## config.mk

```make
export PLATFORM = sky130hd
export DESIGN_NAME = sat_counter
export DESIGN_NICKNAME = d
export VERILOG_FILES = /design/src/rtl/sat_counter.sv
export SDC_FILE = /design/constraint.sdc
export NUM_CORES = 1
export LEC_CHECK = 0
export BUFFER_PORTS_ARGS = -buffer_cell sky130_fd_sc_hd__buf_2
export CAP_MARGIN = 10
export CORE_MARGIN = 4
export CORE_UTILIZATION = 30
export CTS_BUF_LIST = sky130_fd_sc_hd__clkbuf_2 sky130_fd_sc_hd__clkbuf_4 sky130_fd_sc_hd__clkbuf_8
export DETAILED_ROUTE_END_ITERATION = 8
export GPL_ROUTABILITY_DRIVEN = 0
export SLEW_MARGIN = 20
export SYNTH_ARGS = -nofsm -noshare
export SYNTH_HDL_FRONTEND = slang
export SYNTH_SLANG_ARGS = --single-unit
```

## constraint.sdc

```tcl
create_clock -name clk -period 2.25 [get_ports clk]
set_input_delay 0.3375 -clock clk [delete_from_list [all_inputs] [get_ports clk]]
set_output_delay 0.3375 -clock clk [all_outputs]
set_load 0.01 [all_outputs]
```

## src/rtl/sat_counter.sv

```systemverilog
// Up-counter that holds at all-ones; clear beats increment.
module sat_counter #(
  parameter int unsigned W = 16
) (
  input  logic         clk,
  input  logic         reset,
  input  logic         inc,
  input  logic         clr,
  output logic [W-1:0] q
);

  always_ff @(posedge clk) begin
    if (reset || clr) begin
      q <= '0;
    end else if (inc && (q != '1)) begin
      q <= q + W'(1);
    end
  end

endmodule

```

==> results of run 1 <==
[routing by layer]
metal  track usage (%)  part of all wire, %
met5                 0                    0
met2              18.3                   49
met1              14.1                   45
met4              5.57                  1.5
met3              2.52                  4.3
[how the worst min path moves through the flow]
| stage | to | startpoint |
|---|---|---|
| 5_1_grt | q[12] | clr |
| 2_1_floorplan | q[1] | inc |
| 6_report | q[12] | clr |
| 4_1_cts | q[12] | clr |
| 3_5_place_dp | q[15] | q[15] |
| 3_3_place_gp | q[15] | q[15] |
[cells by family after synthesis]
logic type	share of synthesized area [%]
AND/OR/NAND/NOR	33.8
AO/OA/AOI/OAI	21.9
flip-flops	37.8
buffers and inverters	1.92
XOR/XNOR	3.10
adder cells (fa/ha/maj)	1.48
[where the power goes]
group / switching [µW] / internal [µW] / leakage (µW)
sequential: 1.57 / 284 / 0.000129
combinational: 12.1 / 6.59 / 0.000266
clock: 98.6 / 98.6 / 0.0000210
[stage by stage]
stage	area [µm²]	hold slack (ns)	utilization (%)	power, µW
floorplan	847	0.497	-	304
global placement	968	0.494	35.4	311
detailed placement	968	0.499	35.4	311
CTS	1000	0.355	36.8	506
global route	1000	0.379	36.8	515
finish	1000	0.357	36.8	502
[Yosys cell counts, types with 2 or more instances]
cell | count | area, µm²
sky130_fd_sc_hd__and4_1 | 4 | 35.0
sky130_fd_sc_hd__nand3_1 | 5 | 25.0
sky130_fd_sc_hd__a21oi_1 | 9 | 45.0
sky130_fd_sc_hd__xor2_1 | 2 | 17.5
sky130_fd_sc_hd__o21ai_0 | 5 | 25.0
sky130_fd_sc_hd__o31ai_1 | 3 | 22.5
sky130_fd_sc_hd__nor2_1 | 7 | 26.3
sky130_fd_sc_hd__or3_1 | 5 | 31.3
sky130_fd_sc_hd__a31oi_1 | 3 | 18.8
sky130_fd_sc_hd__or4_1 | 3 | 22.5
sky130_fd_sc_hd__nand4_1 | 5 | 31.3
sky130_fd_sc_hd__clkbuf_1 | 2 | 7.51
sky130_fd_sc_hd__nand2_1 | 6 | 22.5
sky130_fd_sc_hd__and2_1 | 2 | 12.5
sky130_fd_sc_hd__a41o_1 | 4 | 40.0
sky130_fd_sc_hd__dfxtp_1 | 16 | 320
[worst min-delay path, cell delays in order]
cell                      delay (ns)
sky130_fd_sc_hd__buf_2          0.08
sky130_fd_sc_hd__nor2_1         0.08
sky130_fd_sc_hd__o211a_1        0.11
[area by class of cell]
| cell class | count | area [µm²] | area share (%) |
|---|---|---|---|
| inverter | 1 | 3.75 | 0.374 |
| multi-input combinational | 75 | 510 | 50.8 |
| timing repair buffer | 19 | 95.1 | 9.46 |
| tap | 31 | 38.8 | 3.86 |
| sequential | 16 | 320 | 31.9 |
| clock buffer | 4 | 36.3 | 3.61 |
==> flow_results.org, run 1 <==
** Outcome
- Run status :: finished clean

** Clock tree
- Number of setup buffers added after CTS :: 0
- CTS H-tree lvls :: 1
- Counting along the longest clock path gives a buffer depth of 2.
- Number of resized instances in the post-cts repair step :: 0
- In this run, post-CTS hold repair placed 0 buffers.
- TritonCTS clock tree :: built
- Clock net sink count :: 16
- Clock tree synthesis inserted a total of 3 buffers.
- For the worst-skew pair, the clock arrives at the later sink with an insertion delay of 0.29 ns.
- The root buffer cell chosen for the clock tree is sky130_fd_sc_hd__clkbuf_4.
- Clock-pin transition on the worst setup and hold timing paths :: 0.10 ns

** Timing
- Highest clock frequency the design can meet :: 0.560 GHz
- Slew Limit Headroom :: 61.4%
- The number of endpoints with negative hold slack in the final report came to 0.
- The worst path uses 79.3% of the clock period.
- On the final layout, the worst clock skew is 0.00385 ns.
- The number of pins with negative max-slew slack in the final report is 0.
- Final period demand of the worst path :: 1.79 ns
- # setup viols final :: 0
- At the pin with the least slew margin, the transition time is 0.574 ns.
- Minimum setup slack in the final design :: 0.465 ns
- Setup total negative slack on the finished layout was measured at 0 ns.
- Setup repair after global routing left no endpoint under its margin.

** Synth
- Average size of a mapped cell :: 8.92 µm²
- In this run, synthesis inferred 0 flip-flops with an integrated enable.
- Yosys cell types :: 30
- Combined area of all synthesized cells :: 847 µm²
- After synthesis, the share of flip-flops with an asynchronous set or reset is 0%.
- Synthesis handed over a netlist of 95 instances.
- The Yosys step of the flow raised 0 warnings.
- Synth Register Bits :: 16
- Net count of the mapped netlist :: 100
- Dominant register cell in the synthesized netlist :: sky130_fd_sc_hd__dfxtp_1
- Sequential area share after synthesis :: 37.8%

** Floorplan
- Starting Density :: 31.0%
- Ports placed on the boundary :: 20
- The total area inside the core boundary comes to 2730 µm².
- Die Width :: 61.1 µm
- Die Area :: 3740 µm²
- Height of the die :: 61.1 µm
- In this run the core area contains 19 standard-cell rows.

** Global route
- After global routing the overflow that remains totals 0.
- Total GRT Usage :: 11.3%
- Number of global-route vias before repair :: 702
- The first global-routing pass estimated 3.17 mm of wire.
- Largest net degree at the start of global routing :: 16
- The initial antenna violation count is 0.

** Cells and area
- Largest registers :: q: 16 flops
- Count of filler cells inserted in the layout :: 272
- The finished layout holds 146 standard cells, fillers aside.
- Proportion of layout cells with a drive suffix above 1 :: 26.1%
- The register with the most flip-flops in the layout has 16 of them.
- Largest reg by FF count :: q
- Commonest non-fill, non-tap cells in the layout :: sky130_fd_sc_hd__buf_2, sky130_fd_sc_hd__dfxtp_1, sky130_fd_sc_hd__a21oi_1
- Relative to the synthesized area, the layout overhead comes to 18.6%.
- Leading cell type in the layout, fill and taps excluded :: sky130_fd_sc_hd__buf_2
- For this run, the post-layout net count is 121.
- Number of antenna diodes :: 0

** Setup path
- Max stage delay cell, worst path :: sky130_fd_sc_hd__nor4_2
- Counting both buffers and inverters, the worst setup path holds a total of 0.
- Element type at the critical path start :: register
- Critical Path Sink :: q[9]
- The largest single stage delay on the critical path is 0.60 ns.
- The setup path with the least slack is of type register to register.
- The startpoint identified for the worst register-to-register timing path is q[0].
- Across all register-to-register paths, the minimum setup slack is 0.46 ns.
- Walking the worst path, the cells encountered are ha_1, nand3_1, nor4_2, o21ai_0, a21oi_1.
- Startpoint of the worst setup timing path :: q[0]
- Data arrival time of the worst path :: 2.01 ns
- Count of cell instances traversed by the critical path :: 5
- The worst register-to-register path has a depth of 5.
- At the worst endpoint, the required time is 2.47 ns.
- Crit path capture type :: register
- Capture instance of the worst register-to-register path :: q[9]
- Max FO, Critical Path :: 8
- The kind of cell with the highest combined delay along the critical path is simple AND/OR/NAND/NOR gates.

** Routing
- In this run the remaining antenna-violating nets after routing total 0.
- Via count normalized by instance count :: 5.70
- Number of remaining DRC errors :: 0
- Number of DRC violations after detailed-routing iteration 0 :: 25
- Wire per inst :: 13.6 µm
- Total via count after detailed routing :: 832
- Overall routed net length :: 1.99 mm
- The pre-antenna-repair detailed-routing pass consisted of 4 iterations.

** Pwr
- For this design the static power due to leakage is 0.000416 µW.
- Pwr dens :: 499 nW/µm²
- VDD sags by at most 0.000257 V.

** Placed design
- The number of placed instances, taps included, is 142.
- Pre-CTS setup slack :: 0.502 ns
- Input and output buffers added on the ports amount to 19.
- Half-perimeter wire length of the detailed placement result :: 1.44 mm

** Job
- Max-capacitance violation count :: 0

** Min path
- Worst hold path stage count :: 3
- Class of the tightest hold or removal check :: input pin to register
Power figures use the tool's default switching activity.
==> run 2, diff against run 1 <==
- clock period: 2.25 -> 1.5 ns (I/O delays scaled with it)
==> run 2 against run 1 <==
The run now ends with setup timing left. Register-to-register slack got worse by 0.52 ns. Maximum frequency up 15%. Cell count is 20% higher. Via count grew 13%. Cell area increased by 37%. Worst setup slack worse by 0.52 ns. Wire length grew 22%. Core utilization rose by 13 points. Combinational power is 120% higher. Clock skew rose by 0.0021 ns.
==> flow_results.org, run 2 (synthesis gave the netlist of run 1 again) <==
** Timing
- # setup viols final :: 5
- Clock skew :: 0.00592 ns
- Final period utilization :: 104%
- Minimum setup slack in the final design :: -0.0543 ns
- Setup repair after global routing missed its margin :: yes
- Number of hold violations in the final report :: 0
- Highest clock frequency the design can meet :: 0.643 GHz
- Final max-slew violation count :: 0
- Final period demand of the worst path :: 1.55 ns
- At the pin with the least slew margin, the transition time is 0.356 ns.
- Slew Limit Headroom :: 76.2%

** Routing
- Using the TritonRoute via totals, the vias-per-cell ratio works out to 5.39.
- Number of remaining DRC errors :: 0
- The count of nets left with antenna violations once routing finished came out at 0.
- Wire per inst :: 13.8 µm
- After the first detailed-routing iteration, the DRC count stood at 53.
- The first TritonRoute pass finished after 4 iterations.
- Overall routed net length :: 2.42 mm
- For this block, the via count after detailed routing is 944.

** Cells and area
- Summing all non-filler instances in the final layout gives an area of 1370 µm².
- Share of the core filled with cells :: 50.2%
- Final instance count without filler cells :: 175
- Leading cell type in the layout, fill and taps excluded :: sky130_fd_sc_hd__buf_4
- Commonest non-fill, non-tap cells in the layout :: sky130_fd_sc_hd__buf_4, sky130_fd_sc_hd__buf_2, sky130_fd_sc_hd__dfxtp_4, sky130_fd_sc_hd__dfxtp_2, sky130_fd_sc_hd__nor2_1
- Cells with a size suffix above 1 make up 61.8% of the layout.
- Number of antenna diodes :: 0
- The layout has 262 filler cells.
- For this run, the post-layout net count is 150.
- The largest registers in the layout are q: 16 flops.
- Area growth from synthesis to final layout :: 62.0%
- Number of flip-flops in the largest register :: 16
- Largest reg by FF count :: q

** Global route
- Global-route wire length before repair :: 3.85 mm
- Initial antenna violation count :: 0
- Largest net degree at the start of global routing :: 16
- Number of global-route vias before repair :: 846
- Global routing consumed, over all layers together, 13.5% of the routing resources.
- Grt ovf :: 0

** Job
- Max-cap violations in this run came to 0.

** Floorplan
- The floorplan step set the die height to 61.1 µm.
- The die is 61.1 µm wide.
- Floorplan row count :: 19
- Starting Density :: 31.0%
- Pin placement for this block handled 20 I/O pins.
- Die Area :: 3740 µm²
- Core area :: 2730 µm²

** Min path
- Terminating pin of the worst hold path :: q[1]
- In this run the most critical hold path is launched from inc.
- Class of the tightest hold or removal check :: input pin to register
- Along the worst hold path, the cell count comes to 3.

** Clock tree
- The clock drives 16 sinks.
- The later pin in the worst-skew pair is clocked with a latency of 0.29 ns.
- TritonCTS built the clock tree.
- Clock buffer depth :: 2
- Clock-pin transition on the worst setup and hold timing paths :: 0.09 ns
- Num CTS Buffers :: 3
- Library cell used as clock root buffer :: sky130_fd_sc_hd__clkbuf_4
- CTS H-tree lvls :: 1

** Outcome
- Violations in the final reports :: setup timing
- Run status :: complete, but fails checks

** Placed design
- Number of I/O port buffers :: 19
- Total placed instance area :: 1200 µm²
- Half-perimeter wire length of the detailed placement result :: 1.76 mm
- Counting tap cells, the placed design contains a total of 163 instances.

** Setup path
- Reg2Reg Setup Slack :: -0.05 ns
- STA classifies the critical path startpoint as a register.
- In this run the critical register-to-register path is launched from q[1].
- Of all nets on the critical path, the largest fanout is 5.
- Worst r2r path cells :: 5
- For the worst setup path, the data arrival time is 1.79 ns.
- For this run, the slowest stage of the critical path takes 0.60 ns.
- STA classifies the critical path endpoint as a register.
- The critical path is of the register to register type.
- Capture instance of the worst register-to-register path :: q[7]
- The largest individual stage delay along the critical path comes from the cell sky130_fd_sc_hd__or4_4.
- Cell Chain, Critical Path :: ha_4, nand3_4, or4_4, a31oi_1, a41o_1
- Data on the critical path is required at its endpoint by 1.73 ns.

** Pwr
- In this run, the combinational gates consume 5.6% of the power.
- Switching part of the total :: 23.0%
- Dividing total power by cell area gives a power density of 522 nW/µm².
- Leakage power summed over all cells :: 0.000620 µW
- Internal :: 552 µW
- Share of power burned in registers :: 57.9%
- The worst-case IR drop observed on VDD is 0.000490 V.
- In this run, the clock network consumes 36.5% of the power.
- Net switching power :: 165 µW
[run 2: changes by cell type in the layout (fill, tap and decap cells not counted), moves of 4 or more]
cell / previous run / this run
sky130_fd_sc_hd__buf_4: 0 / 27
sky130_fd_sc_hd__dfxtp_4: 0 / 8
sky130_fd_sc_hd__a21oi_2: 0 / 4
sky130_fd_sc_hd__dfxtp_2: 0 / 8
sky130_fd_sc_hd__dfxtp_1: 16 / 0
sky130_fd_sc_hd__a21oi_1: 9 / 5
[run 2: per-stage QoR]
| stage | worst slack, ns | total power (µW) | TNS, ns | hold slack (ns) |
|---|---|---|---|---|
| after floorplan | -0.0458 | 455 | -0.0786 | 0.377 |
| after global placement | -0.00226 | 472 | -0.00226 | 0.491 |
| after CTS | -0.0249 | 731 | -0.0311 | 0.211 |
| final | -0.0543 | 717 | -0.136 | 0.227 |
| after global routing | -0.103 | 750 | -0.748 | 0.222 |
| after detailed placement | -0.0186 | 472 | -0.0460 | 0.507 |
[run 2: worst max-delay path by stage]
stage / startpoint / to / slack, ns / cells past startpoint
2_1_floorplan: q[9] / q[5] / -0.05 / 4
3_3_place_gp: q[5] / q[15] / -0.002 / 4
3_5_place_dp: q[5] / q[15] / -0.02 / 4
4_1_cts: q[0] / q[5] / -0.02 / 5
5_1_grt: q[1] / q[7] / -0.10 / 5
6_report: q[1] / q[7] / -0.05 / 5
[run 2: layer usage]
metal | vias to the layer above | routed length, µm | track usage, %
met2 | 17 | 1200 | 22.2
met5 | - | 0 | 0
li1 | 478 | - | -
met4 | 0 | 9 | 1.86
met1 | 447 | 1110 | 17.6
met3 | 2 | 101 | 4.61
[run 2: worst max-delay path: cells and delay by family, from the launching register on]
kind,cells,cell delay (ns)
simple gates,2,0.69
compound gates,2,0.27
flops,1,0.37
fa+ha+maj,1,0.15
[run 2: repair_timing]
action                                  4_1_cts  5_1_grt
endpoints found under the setup margin        9       14
gates resized for setup                      12       14
hold buffers                                  0        0
endpoints found under the hold margin         0        0
pin swaps                                     6       13
buffers inserted                              6        2
[run 2: cell type report]
type                            instances  area, µm²  share of cell area, %
Sequential cell                        16        360                   26.3
Clock buffer                            4       30.0                   2.19
Inverter                                1       3.75                  0.273
Timing Repair Buffer                   48        320                   23.3
Multi-Input combinational cell         75        619                   45.1
Tap cell                               31       38.8                   2.83
[run 2: power groups by stage]
stage / clock, µW / combinational [µW] / sequential (µW)
final: 261 / 40.3 / 415
after global routing: 290 / 44.4 / 416
after global placement: 0 / 36.6 / 435
after CTS: 273 / 39.5 / 418
after floorplan: 0 / 17.8 / 437
after detailed placement: 0 / 37.0 / 435
==> run 3, diff against run 2 <==
- BUFFER_PORTS_ARGS: -buffer_cell sky130_fd_sc_hd__buf_2 -> unset
- CORE_UTILIZATION: 30 -> 53
- DONT_BUFFER_PORTS: unset -> 1
- PLACE_DENSITY: unset -> 0.71
==> run 3 against run 2 <==
The run still ends with setup timing left. Via count fell by 1.6%. Non-clock buffer count fell by 16. Sequential share of layout area rose by 1.9 points. Cell area fell by 8.0%. Global-route usage rose by 10 points. Critical path depth did not move. Core utilization rose by 34 points. Sequential power rose by 1%. First-iteration DRC count fell by 30%. Clock skew barely moved. Largest cell class unchanged. Largest power group unchanged. Highest routed layer unchanged.
==> flow_results.org, run 3 (synthesis gave the netlist of run 1 again) <==
** Outcome
- The flow ran to the end, but the final reports show violations.
- The checks that failed: setup timing.

** Routing
- In the routed design, unresolved DRC markers number 0.
- Total via count after detailed routing :: 929
- The routed design has 2.64 mm of wire.
- After detailed routing, the number of vias per cell comes to 6.45.
- Number of DRC violations after detailed-routing iteration 0 :: 37
- For this run, the detailed router's first-pass iteration total came to 4.
- Antenna-violating nets left :: 0
- After detailed routing, the average wire length per cell comes to 18.3 µm.

** Cells and area
- In the layout the commonest cells are sky130_fd_sc_hd__buf_4, sky130_fd_sc_hd__dfxtp_2, sky130_fd_sc_hd__nor2_1, sky130_fd_sc_hd__a21oi_1.
- Proportion of layout cells with a drive suffix above 1 :: 52.3%
- At the end of the flow, the number of nets in the layout was 134.
- Area growth from synthesis to final layout :: 49.0%
- The largest registers in the layout are q: 16 flops.
- Number of flip-flops in the largest register :: 16
- Counting flops per register, the top entry is q.
- The library cell used most frequently in the layout, excluding fill and tap cells, is sky130_fd_sc_hd__buf_4.
- Number of antenna diodes :: 0

** Timing
- Setup repair after global routing could not meet its margin everywhere.
- Number of hold violations in the final report :: 0
- # setup viols final :: 8
- Setup total negative slack on the finished layout was measured at -0.156 ns.
- Least-Margin Pin Slew :: 0.415 ns
- Timing would allow up to 0.644 GHz.
- Across the routed clock network, the largest skew measured is 0.00593 ns.
- Across all hold checks on the routed design, the worst slack comes to 0.0619 ns.
- Slew Limit Headroom :: 72.3%
- Subtracting the final worst setup slack from the clock period gives 1.55 ns.
- The number of pins with negative max-slew slack in the final report is 0.
- After layout, the worst path uses 103% of the clock period.
- In the post-route analysis, the smallest setup slack over all paths is -0.0521 ns.

** Global route
- After global routing the overflow that remains totals 0.
- Entering global routing, the biggest net connects 16 pins.
- Total GRT Usage :: 23.7%
- The first global-routing pass estimated 3.82 mm of wire.
- Number of global-route vias before repair :: 918
- Initial antenna violation count :: 0

** Setup path
- The signal on the critical path passes through ha_4, nand3_4, or4_4, a31oi_1, a41o_1.
- At the worst endpoint, the required time is 1.74 ns.
- Data on the critical path arrives at its endpoint at 1.80 ns.
- Count of cell instances traversed by the critical path :: 5
- The critical path ends at q[7].
- Largest delay share family, worst path :: simple AND/OR/NAND/NOR gates
- The most critical setup path has its startpoint at q[1].
- The worst register-to-register path has a setup slack of -0.05 ns.
- STA classifies the critical path startpoint as a register.
- Worst r2r src :: q[1]
- Type of the setup path with the least slack :: register to register
- Max stage delay cell, worst path :: sky130_fd_sc_hd__or4_4
- The endpoint identified for the worst register-to-register timing path is q[7].
- Of all nets on the critical path, the largest fanout is 5.
- Worst r2r path cells :: 5
- The worst setup path is captured at a register.
- Together, buffers and inverters on the worst path number 0.
- In this design, the stage delay of the slowest critical-path cell is 0.56 ns.

** Clock tree
- Clock-pin transition on the worst setup and hold timing paths :: 0.10 ns
- Library cell used as clock root buffer :: sky130_fd_sc_hd__clkbuf_4
- For this design, the CTS-stage hold fixing added 0 buffers.
- Clock buffer depth :: 2
- Num CTS Buffers :: 3
- TritonCTS built the clock tree.
- In this run the number of H-tree levels came out at 1.
- For this design, the sink count on the clock tree is 16.
- Clock Latency Late Sink :: 0.30 ns

** Job
- The tool flagged a number of max-cap violations equal to 0.

** Floorplan
- Height of the die :: 48.0 µm
- For this configuration, the core starts out at a cell density of 56.2%.
- Floorplan row count :: 14
- The core region is 1510 µm².
- Ports placed on the boundary :: 20
- Die Area :: 2300 µm²
- In this run the horizontal extent of the chip is 48.0 µm.

** Pwr
- VDD sags by at most 0.000590 V.
- Share of power burned in registers :: 60.1%
- The analysis attributes to net switching a power of 174 µW.
- Leakage power summed over all cells :: 0.000527 µW
- In this run the power density over the cells is 553 nW/µm².
- Proportion of power drawn by combinational gates :: 3.9%
- Net switching is 24.9% of the power.
- Internal :: 524 µW
- The clock network accounts for 36.0% of the total power.

** Min path
- The worst hold path begins at inc.
- The tightest min-delay check is of the input pin to register type.

** Placed design
- Half-perimeter wire length of the detailed placement result :: 1.74 mm
- Number of I/O port buffers :: 0
run 3: worst min-delay path by stage:
| stage | end | depth (start not counted) |
|---|---|---|
| 3_3_place_gp | q[1] | 2 |
| 5_1_grt | q[1] | 2 |
| 6_report | q[1] | 2 |
| 2_1_floorplan | q[1] | 2 |
| 3_5_place_dp | q[1] | 2 |
| 4_1_cts | q[1] | 2 |
run 3: layer usage:
layer,GRT usage (%),up-vias,part of all wire [%]
met5,0,-,0
met4,12.4,0,2.4
met3,6.39,9,4.7
met2,38.0,33,52
met1,28.7,440,41
li1,-,447,-
run 3: timing repair:
item,in CTS,in global routing
endpoints found under the setup margin,9,15
pin swaps,5,10
setup buffers,4,0
gates resized for setup,8,9
run 3: area by class of cell:
cell class | count | area, µm²
Fill cell | 98 | 244
Clock inverter | 1 | 3.75
Timing Repair Buffer | 32 | 253
Tap cell | 16 | 20.0
Clock buffer | 3 | 22.5
Sequential cell | 16 | 355
Inverter | 1 | 3.75
Multi-Input combinational cell | 75 | 604
run 3: through the flow:
step | worst slack, ns | total power, µW | util [%] | cell area, µm² | std cells
after CTS | -0.00271 | 696 | 81.2 | 1220 | 144
final | -0.0521 | 698 | 83.8 | 1260 | 144
after floorplan | -0.0458 | 455 | - | 930 | 95
after global routing | -0.134 | 728 | 83.8 | 1260 | 144
after global placement | 0.00245 | 460 | 76.4 | 1150 | 136
after detailed placement | -0.0128 | 461 | 76.4 | 1150 | 136
run 3: power groups by stage:
stage / registers (µW) / clock network, µW / logic, µW
after global placement: 435 / 0 / 25.1
after detailed placement: 435 / 0 / 26.0
after global routing: 419 / 279 / 29.8
final: 419 / 251 / 27.5
after floorplan: 437 / 0 / 17.8
after CTS: 422 / 248 / 26.2
